### src/rtl/lzc_seq.sv
// Sequential leading-zero counter/normaliser: scans one nibble per cycle from the MSB.
// Optional feature macro LZC_NORM_EN builds the shifting work register and drives out_norm.
module lzc_seq #(
  parameter int WIDTH = 16,
  parameter int CW    = $clog2(WIDTH + 1)
) (
  input  logic             clk,
  input  logic             rst_n,
  input  logic             in_valid,
  output logic             in_ready,
  input  logic [WIDTH-1:0] in_data,
  output logic             out_valid,
  input  logic             out_ready,
  output logic [CW-1:0]    out_count,
  output logic             out_zero,
  output logic [WIDTH-1:0] out_norm
);

  localparam int NN = WIDTH / 4;
  localparam int IW = (NN > 1) ? $clog2(NN) : 1;
  localparam logic [IW-1:0] LAST_IDX   = IW'(NN - 1);
  localparam logic [CW-1:0] FULL_COUNT = CW'(WIDTH);
  localparam logic [CW-1:0] NIB_COUNT  = CW'(4);

  typedef enum logic [1:0] {
    IDLE = 2'd0,
    SCAN = 2'd1,
    DONE = 2'd2
  } state_t;

  function automatic logic [1:0] lzd4(input logic [3:0] nib);
    logic [1:0] lz;
    casez (nib)
      4'b1???: lz = 2'd0;
      4'b01??: lz = 2'd1;
      4'b001?: lz = 2'd2;
      default: lz = 2'd3;
    endcase
    return lz;
  endfunction

  state_t            state_r, state_s;
  logic [CW-1:0]     count_r, count_s;
  logic [IW-1:0]     idx_r, idx_s;
  logic              zero_r, zero_s;
  logic [3:0]        nib_s;
  logic [1:0]        lz_s;
  logic              in_ready_s;
  logic              accept_s;
  logic [WIDTH-1:0]  work_r, work_s;

`ifdef LZC_NORM_EN
  // The current nibble always sits at the top of the shifting work register.
  always_comb begin
    nib_s = work_r[WIDTH-1 -: 4];
  end
  assign out_norm = work_r;
`else
  // Operand stays put; the nibble under inspection is picked by index.
  always_comb begin
    nib_s = 4'h0;
    for (int i = 0; i < NN; i++) begin
      nib_s = (idx_r == IW'(i)) ? work_r[WIDTH-1-4*i -: 4] : nib_s;
    end
  end
  assign out_norm = '0;
`endif

  assign lz_s = lzd4(nib_s);

  // Ready is the only combinational output; held low throughout reset.
  always_comb begin
    in_ready_s = 1'b0;
    if (!rst_n) begin
      in_ready_s = 1'b0;
    end else begin
      case (state_r)
        IDLE:    in_ready_s = 1'b1;
        DONE:    in_ready_s = out_ready;
        default: in_ready_s = 1'b0;
      endcase
    end
  end

  assign accept_s = in_valid & in_ready_s;

  // Next-state and datapath update for the scan FSM.
  always_comb begin
    state_s = state_r;
    count_s = count_r;
    idx_s   = idx_r;
    zero_s  = zero_r;
    work_s  = work_r;
    case (state_r)
      IDLE, DONE: begin
        if (accept_s) begin
          work_s  = in_data;
          count_s = '0;
          idx_s   = '0;
          zero_s  = 1'b0;
          state_s = SCAN;
        end else if (state_r == DONE && out_ready) begin
          state_s = IDLE;
        end else begin
          state_s = state_r;
        end
      end
      SCAN: begin
        if (nib_s != 4'h0) begin
          count_s = count_r + {{(CW-2){1'b0}}, lz_s};
`ifdef LZC_NORM_EN
          work_s  = work_r << lz_s;
`endif
          state_s = DONE;
        end else if (idx_r != LAST_IDX) begin
          count_s = count_r + NIB_COUNT;
`ifdef LZC_NORM_EN
          work_s  = work_r << 4;
`endif
          idx_s   = idx_r + {{(IW-1){1'b0}}, 1'b1};
          state_s = SCAN;
        end else begin
          count_s = FULL_COUNT;
          zero_s  = 1'b1;
          state_s = DONE;
        end
      end
      default: state_s = IDLE;
    endcase
  end

  // State and datapath registers.
  always_ff @(posedge clk or negedge rst_n) begin
    if (!rst_n) begin
      state_r <= IDLE;
      count_r <= '0;
      idx_r   <= '0;
      zero_r  <= 1'b0;
      work_r  <= '0;
    end else begin
      state_r <= state_s;
      count_r <= count_s;
      idx_r   <= idx_s;
      zero_r  <= zero_s;
      work_r  <= work_s;
    end
  end

  assign in_ready  = in_ready_s;
  assign out_valid = (state_r == DONE);
  assign out_count = count_r;
  assign out_zero  = zero_r;

endmodule

### config.mk
export PLATFORM = sky130hd
export DESIGN_NAME = lzc_seq
export DESIGN_NICKNAME = d
export VERILOG_FILES = /design/src/rtl/lzc_seq.sv
export SDC_FILE = /design/constraint.sdc
export NUM_CORES = 1
export LEC_CHECK = 0
export CORE_MARGIN = 2
export CORE_UTILIZATION = 55
export CTS_CLUSTER_DIAMETER = 150
export DETAILED_ROUTE_END_ITERATION = 16
export DONT_BUFFER_PORTS = 1
export PLACE_DENSITY = 0.72
export SLEW_MARGIN = 10
export SYNTH_ARGS = -nofsm -noshare
export SYNTH_HDL_FRONTEND = slang
export SYNTH_SLANG_ARGS = --single-unit
export TNS_END_PERCENT = 100
### constraint.sdc
create_clock -name clk -period 2.23 [get_ports clk]
set_input_delay 0.446 -clock clk [delete_from_list [all_inputs] [get_ports clk]]
set_output_delay 0.446 -clock clk [all_outputs]
set_load 0.1 [all_outputs]
# == Word-level counts from Yosys, hierarchy flattened ==
# Index checks and enable logic that the tools add are counted.
# totals
ff_bits,26
wordCells,56
input_bits,20
# classes
eq_ne,13
bitwise_logic,1
mux,24
reduce_logical,10
add_sub_neg,3
# op_table
cell,count
$mux 4,4
$mux 5,3
$mux 2,7
$ne 2x2->1 const B,5
$pmux 5 s2,1
$pmux 2 s2,2
$reduce_and 4->1,2
$eq 2x1->1 const B,3
$eq 2x2->1 const B,3
$pmux 2 s3,1
$add 5x2->5,1
$add 5x3->5 const B,1
$logic_not 2->1,2
$mux 1,4
$pmux 1 s2,2
$reduce_and 2->1,2
$reduce_bool 4->1,1
$eq 3x1->1 const B,1
$ne 3x3->1 const B,1
$add 2x1->2 const B,1
$reduce_bool 2->1,1
$reduce_or 2->1,1
$and 1x1->1,1
$logic_and 1x1->1,1

# == Depth between registers and ports, before layout ==
# depth
depth_word,10
mapped_depth,13
ltp_nobuf,12

# == Least setup slack after synthesis ==
# No wires, ideal clock.
# synth_timing
path_kind,flip-flop to flip-flop
startpoint,reg idx_r[0]
endpoint,"reg count_r[2], in the netlist out_count[2]"
setup_ns,0.134
synth_period_minus_slack_ns,2.418
path_stages_with_launch,12
arrival_ns,2.285
n_path_buf,1
setup_slack_ns,-0.188
required_time_ns,2.096
cell_sequence,dfrtp_1 > ha_1 > buf_6 > nor2b_1 > a211oi_1 > o21ai_0 > o21a_1 > ha_1 > fa_1 > nor3b_1 > o22ai_1 > o211ai_1
# synth_between
elab_chain_len,10
word_cells_on_any_way,17
classes_between,1 x add/sub; 6 x eq/ne; 8 x mux; 2 x reduce/logical
# synth_lines
item,line_no,source
start: declaration,44,"logic [IW-1:0] idx_r, idx_s;"
start signal: assignment,143,idx_r <= idx_s;
$logic_not 2->1,63,nib_s = (idx_r == IW'(i)) ? work_r[WIDTH-1-4*i -: 4] : nib_s;
$mux 4 (4 in a row),63,
$eq 3x1->1 / $eq 2x1->1 (equally long branches),33,casez (nib)
$pmux 2 s3,33,
$add 5x2->5,110,"count_s = count_r + {{(CW-2){1'b0}}, lz_s};"
$mux 5 *,109,if (nib_s != 4'h0) begin
$pmux 5 s2 *,94,case (state_r)
end signal: assignment,142,count_r <= count_s;
end: declaration,43,"logic [CW-1:0] count_r, count_s;"
# Every way passes the cells marked *; elsewhere a longest branch is shown, timed or not.
# A chain may end at the register's enable or synchronous reset.

# == Worst setup path in the final report ==
# layout_timing
startpoint,reg idx_r[1]
endpoint,"reg count_r[2], in the netlist out_count[2]"
# The elaborated chain is that of the path after synthesis.

==> impl_results.md <==
- Slowest stage cell on the critical path: dfrtp_2
- CP Data Required Time: about 2500 ps
- Hold Path Class: in -> reg
- IO buf count: 0
- Setup Skew: between 6 and 7 ps
- CP Capture Type: flip-flop
- Placed wire-length estimate: 2.22 mm
- Ys Warns: 0
- Final Util: between 60 and 70%
- Final setup vio count: 4
- Clock tree buffer depth: 2
- Vias post-DR: 1086
- Nets: 188
- Total Power: between 2 and 2.5 mW
- CTS tree: built
- # rows: 19
- Slew @ Worst Pin: between 500 and 600 ps
- Distinct cells, synth: 40
- Initial antenna violation count: 0
- Final worst setup slack: -250 ps
- WS Path Type: reg -> reg
- Total iterations of the first detailed-routing run: 4
- Synth area leaders: dfrtp_1 (40%), mux2_2 (11%), buf_4 (7.5%)
- Max VDD drop: 0.00108 V
- Max-slew violation count: 0
- Die Ht: 58.1 um
- Worst-skew pair later-pin latency: approximately 320 ps
- Root Buffer: clkbuf_4
- RSZ-0062 raised after global routing: true
- Mean Syn Cell Area: about 11 um2
- LEAKAGE: ~0.83 nW
- Fraction of layout cells with a size suffix above 1: between 40% and 50%
- Vias in the first global route: ~1100
- #FFs+latches synth: 26
- Critical-path cell list: inv_4, ha_4, nand3b_1, a211oi_2, o21ai_1, o21a_1, ha_2, fa_2, nor3b_1, o22ai_1, o211ai_1
- Worst endpoint data arrival time: approximately 2700 ps
- Failing checks: negative setup slack
- Layout fillers: 187
- Die X: roughly 58 um
- Post-synth top area cell: dfrtp_1
- Area Growth Syn to Fin: 18.2%
- Crit path launch type: flip-flop
- Full die area: 3380 um2
- Core ar.: roughly 2800 um2
- Total I/O pin count: 44
- Syn Std Cell Area: 1610 um2
- Iteration-0 DRC Markers: 34
- Total Routed Length: roughly 3 mm
- MaxCap Viol Count: 0
- Starting Density: 57.9%
- Pin count of the biggest net entering global routing: 27
- TritonCTS Sinks: 26
- Worst-path clk slew: 140 ps
- Routed len/inst: between 15 and 20 um
- Slew HR: 62.1%
- GRT Total Usage: 19.0%
- CP top delay family: adder cells
- Final Hold Violating Endpoints: 0
- Finished Layout Cells: 190
- Final Cycle Share: 111%
- Tmin final: roughly 2500 ps
- FMAX: around 400 MHz
- Synth top area share: 40.4%
- Via density: roughly 5.7
- Pwr dens: between 1000 and 1500 nW/um2
- Antenna Nets Post-Route: 0
- Worst path max stage delay: 470 ps
- Grt ovf: 0
- First-pass GRT wire length: around 4.9 mm
- Critical Path Fanout Max: 5
- Sequential area share after synthesis: about two fifths
- CTS Buf Count: 3
- Status: finished, violations left
- Buf/Inv on CP: 1
- Drc violations: 0
- Diode count: 0
- GP Congestion: ~0.78
- Cell count after placement: 183
- Post-Synthesis Cells: around 140
- H-Tree Depth: 1
## registers in the layout, summed over array words and instances, names as in the netlist
signal and flops:
idx_r 2, work_r 16, state_r 2, out_count 5, out_zero 1
## cell usage in the layout (no fill, tap or decap), types with 2 or more instances in the layout
cell,synthesis,final
buf_12,0,2
buf_4,16,15
o22ai_2,3,2
mux2i_1,2,2
o211ai_1,5,5
mux2_2,16,16
clkbuf_4,0,3
nand2_2,0,2
o22ai_1,3,3
conb_1,1,16
a211oi_2,1,2
a32o_1,2,2
nor2b_1,3,2
inv_2,1,2
dfrtp_1,26,24
nand3_1,4,4
o211a_1,3,3
ha_4,0,5
dfrtp_2,0,2
nand2b_1,4,4
buf_6,3,2
nor3b_1,3,2
inv_4,0,2
nand2_1,12,10
## stage by stage
step | setup TNS, ps | area [um2] | hold WS, ps | setup slack (ps)
after floorplan | -91.5 | 1700 | 150 | -45.1
after global placement | -158 | 1720 | 151 | -79.8
after detailed placement | -604 | 1720 | 151 | -231
after CTS | -563 | 1820 | 249 | -158
after global routing | -1260 | 1900 | 223 | -418
final | -653 | 1900 | 258 | -250
## worst register-to-register path, delay by kind of cell (launching register included)
family	cells	cell delay, ps
DFF	1	470
AOI/OAI and AO/OA	5	700
and+or+nand+nor	2	440
adders and majority gates	3	740
buffers and inverters	1	70
## cell families (layout without fill, tap and decap cells)
kind of cell / count (synthesis) / count (layout) / share of synthesized area, %
adder cells (fa/ha/maj): 8 / 8 / 6.68
AO/OA/AOI/OAI: 25 / 25 / 14.7
other: 1 / 16 / 0.233
flip-flops: 26 / 26 / 40.4
buffers and inverters: 27 / 29 / 11.5
XOR/XNOR: 3 / 3 / 1.63
AND/OR/NAND/NOR: 34 / 34 / 12.5
multiplexers: 18 / 18 / 12.4
## worst paths after layout
kind | from | endpoint | slack, ps | cells after the start
max | idx_r[1]$_DFFE_PN0P_ | out_count[2]$_DFFE_PN0P_ | -250 | 11
max in group asynchronous | rst_n | idx_r[1]$_DFFE_PN0P_ | 1520 | 2
min in group asynchronous | rst_n | out_zero$_DFFE_PN0P_ | 540 | 2
min | in_data[4] | work_r[4]$_DFFE_PN0P_ | 260 | 1
max reg2reg | idx_r[1]$_DFFE_PN0P_ | out_count[2]$_DFFE_PN0P_ | -250 | 11
min reg2reg | work_r[15]$_DFFE_PN0P_ | work_r[15]$_DFFE_PN0P_ | 520 | 1
## synth_stat cells, drive strengths merged
cell,instances
o31ai,1
a211oi,2
o211ai,5
mux2,16
nand3b,1
a21o,1
or3,1
fa,1
xnor2,2
nor4,1
buf,20
o22ai,6
dfrtp,26
nor3b,3
ha,7
o21ai,2
nor2,1
nor3,1
o21a,1
o21bai,1
conb,1
or2,1
a32o,2
nand4b,1
clkbuf,2
nor2b,3
nand3,4
nand2b,4
inv,5
and3b,1
o211a,3
xor2,1
nand2,12
o41ai,1
mux2i,2
## power breakdown
part           leakage [nW]  total (mW)  switching (mW)  internal, mW
Combinational         0.479        1.28           0.798         0.482
Clock                0.0279       0.324           0.142         0.182
Sequential            0.320       0.778           0.144         0.634
Total                 0.827        2.38            1.08          1.30
## layer usage
metal	vias up	track usage, %	wire length (um)
li1	509	-	-
met1	536	22.7	1280
met2	37	32.1	1580
met3	4	5.36	151
met4	0	7.64	27
met5	-	0	0
## cell type report
type	count	area (um2)	area share, %
clock inverters	1	30.0	1.58
repair buffers	20	185	9.72
multi-input cells	104	951	49.9
inverters	5	23.8	1.25
clock buffers	3	22.5	1.18
flip-flops and latches	26	653	34.3
well taps	31	38.8	2.04
## repair_timing
action                                  4_1_cts  5_1_grt
setup buffers                                 0        2
endpoints found under the hold margin        26        0
resized for setup                             5       16
endpoints found under the setup margin        5        8
pin swaps                                     3        4
hold buffers                                  2        0
No activity file was read; power rests on OpenSTA's default activity.
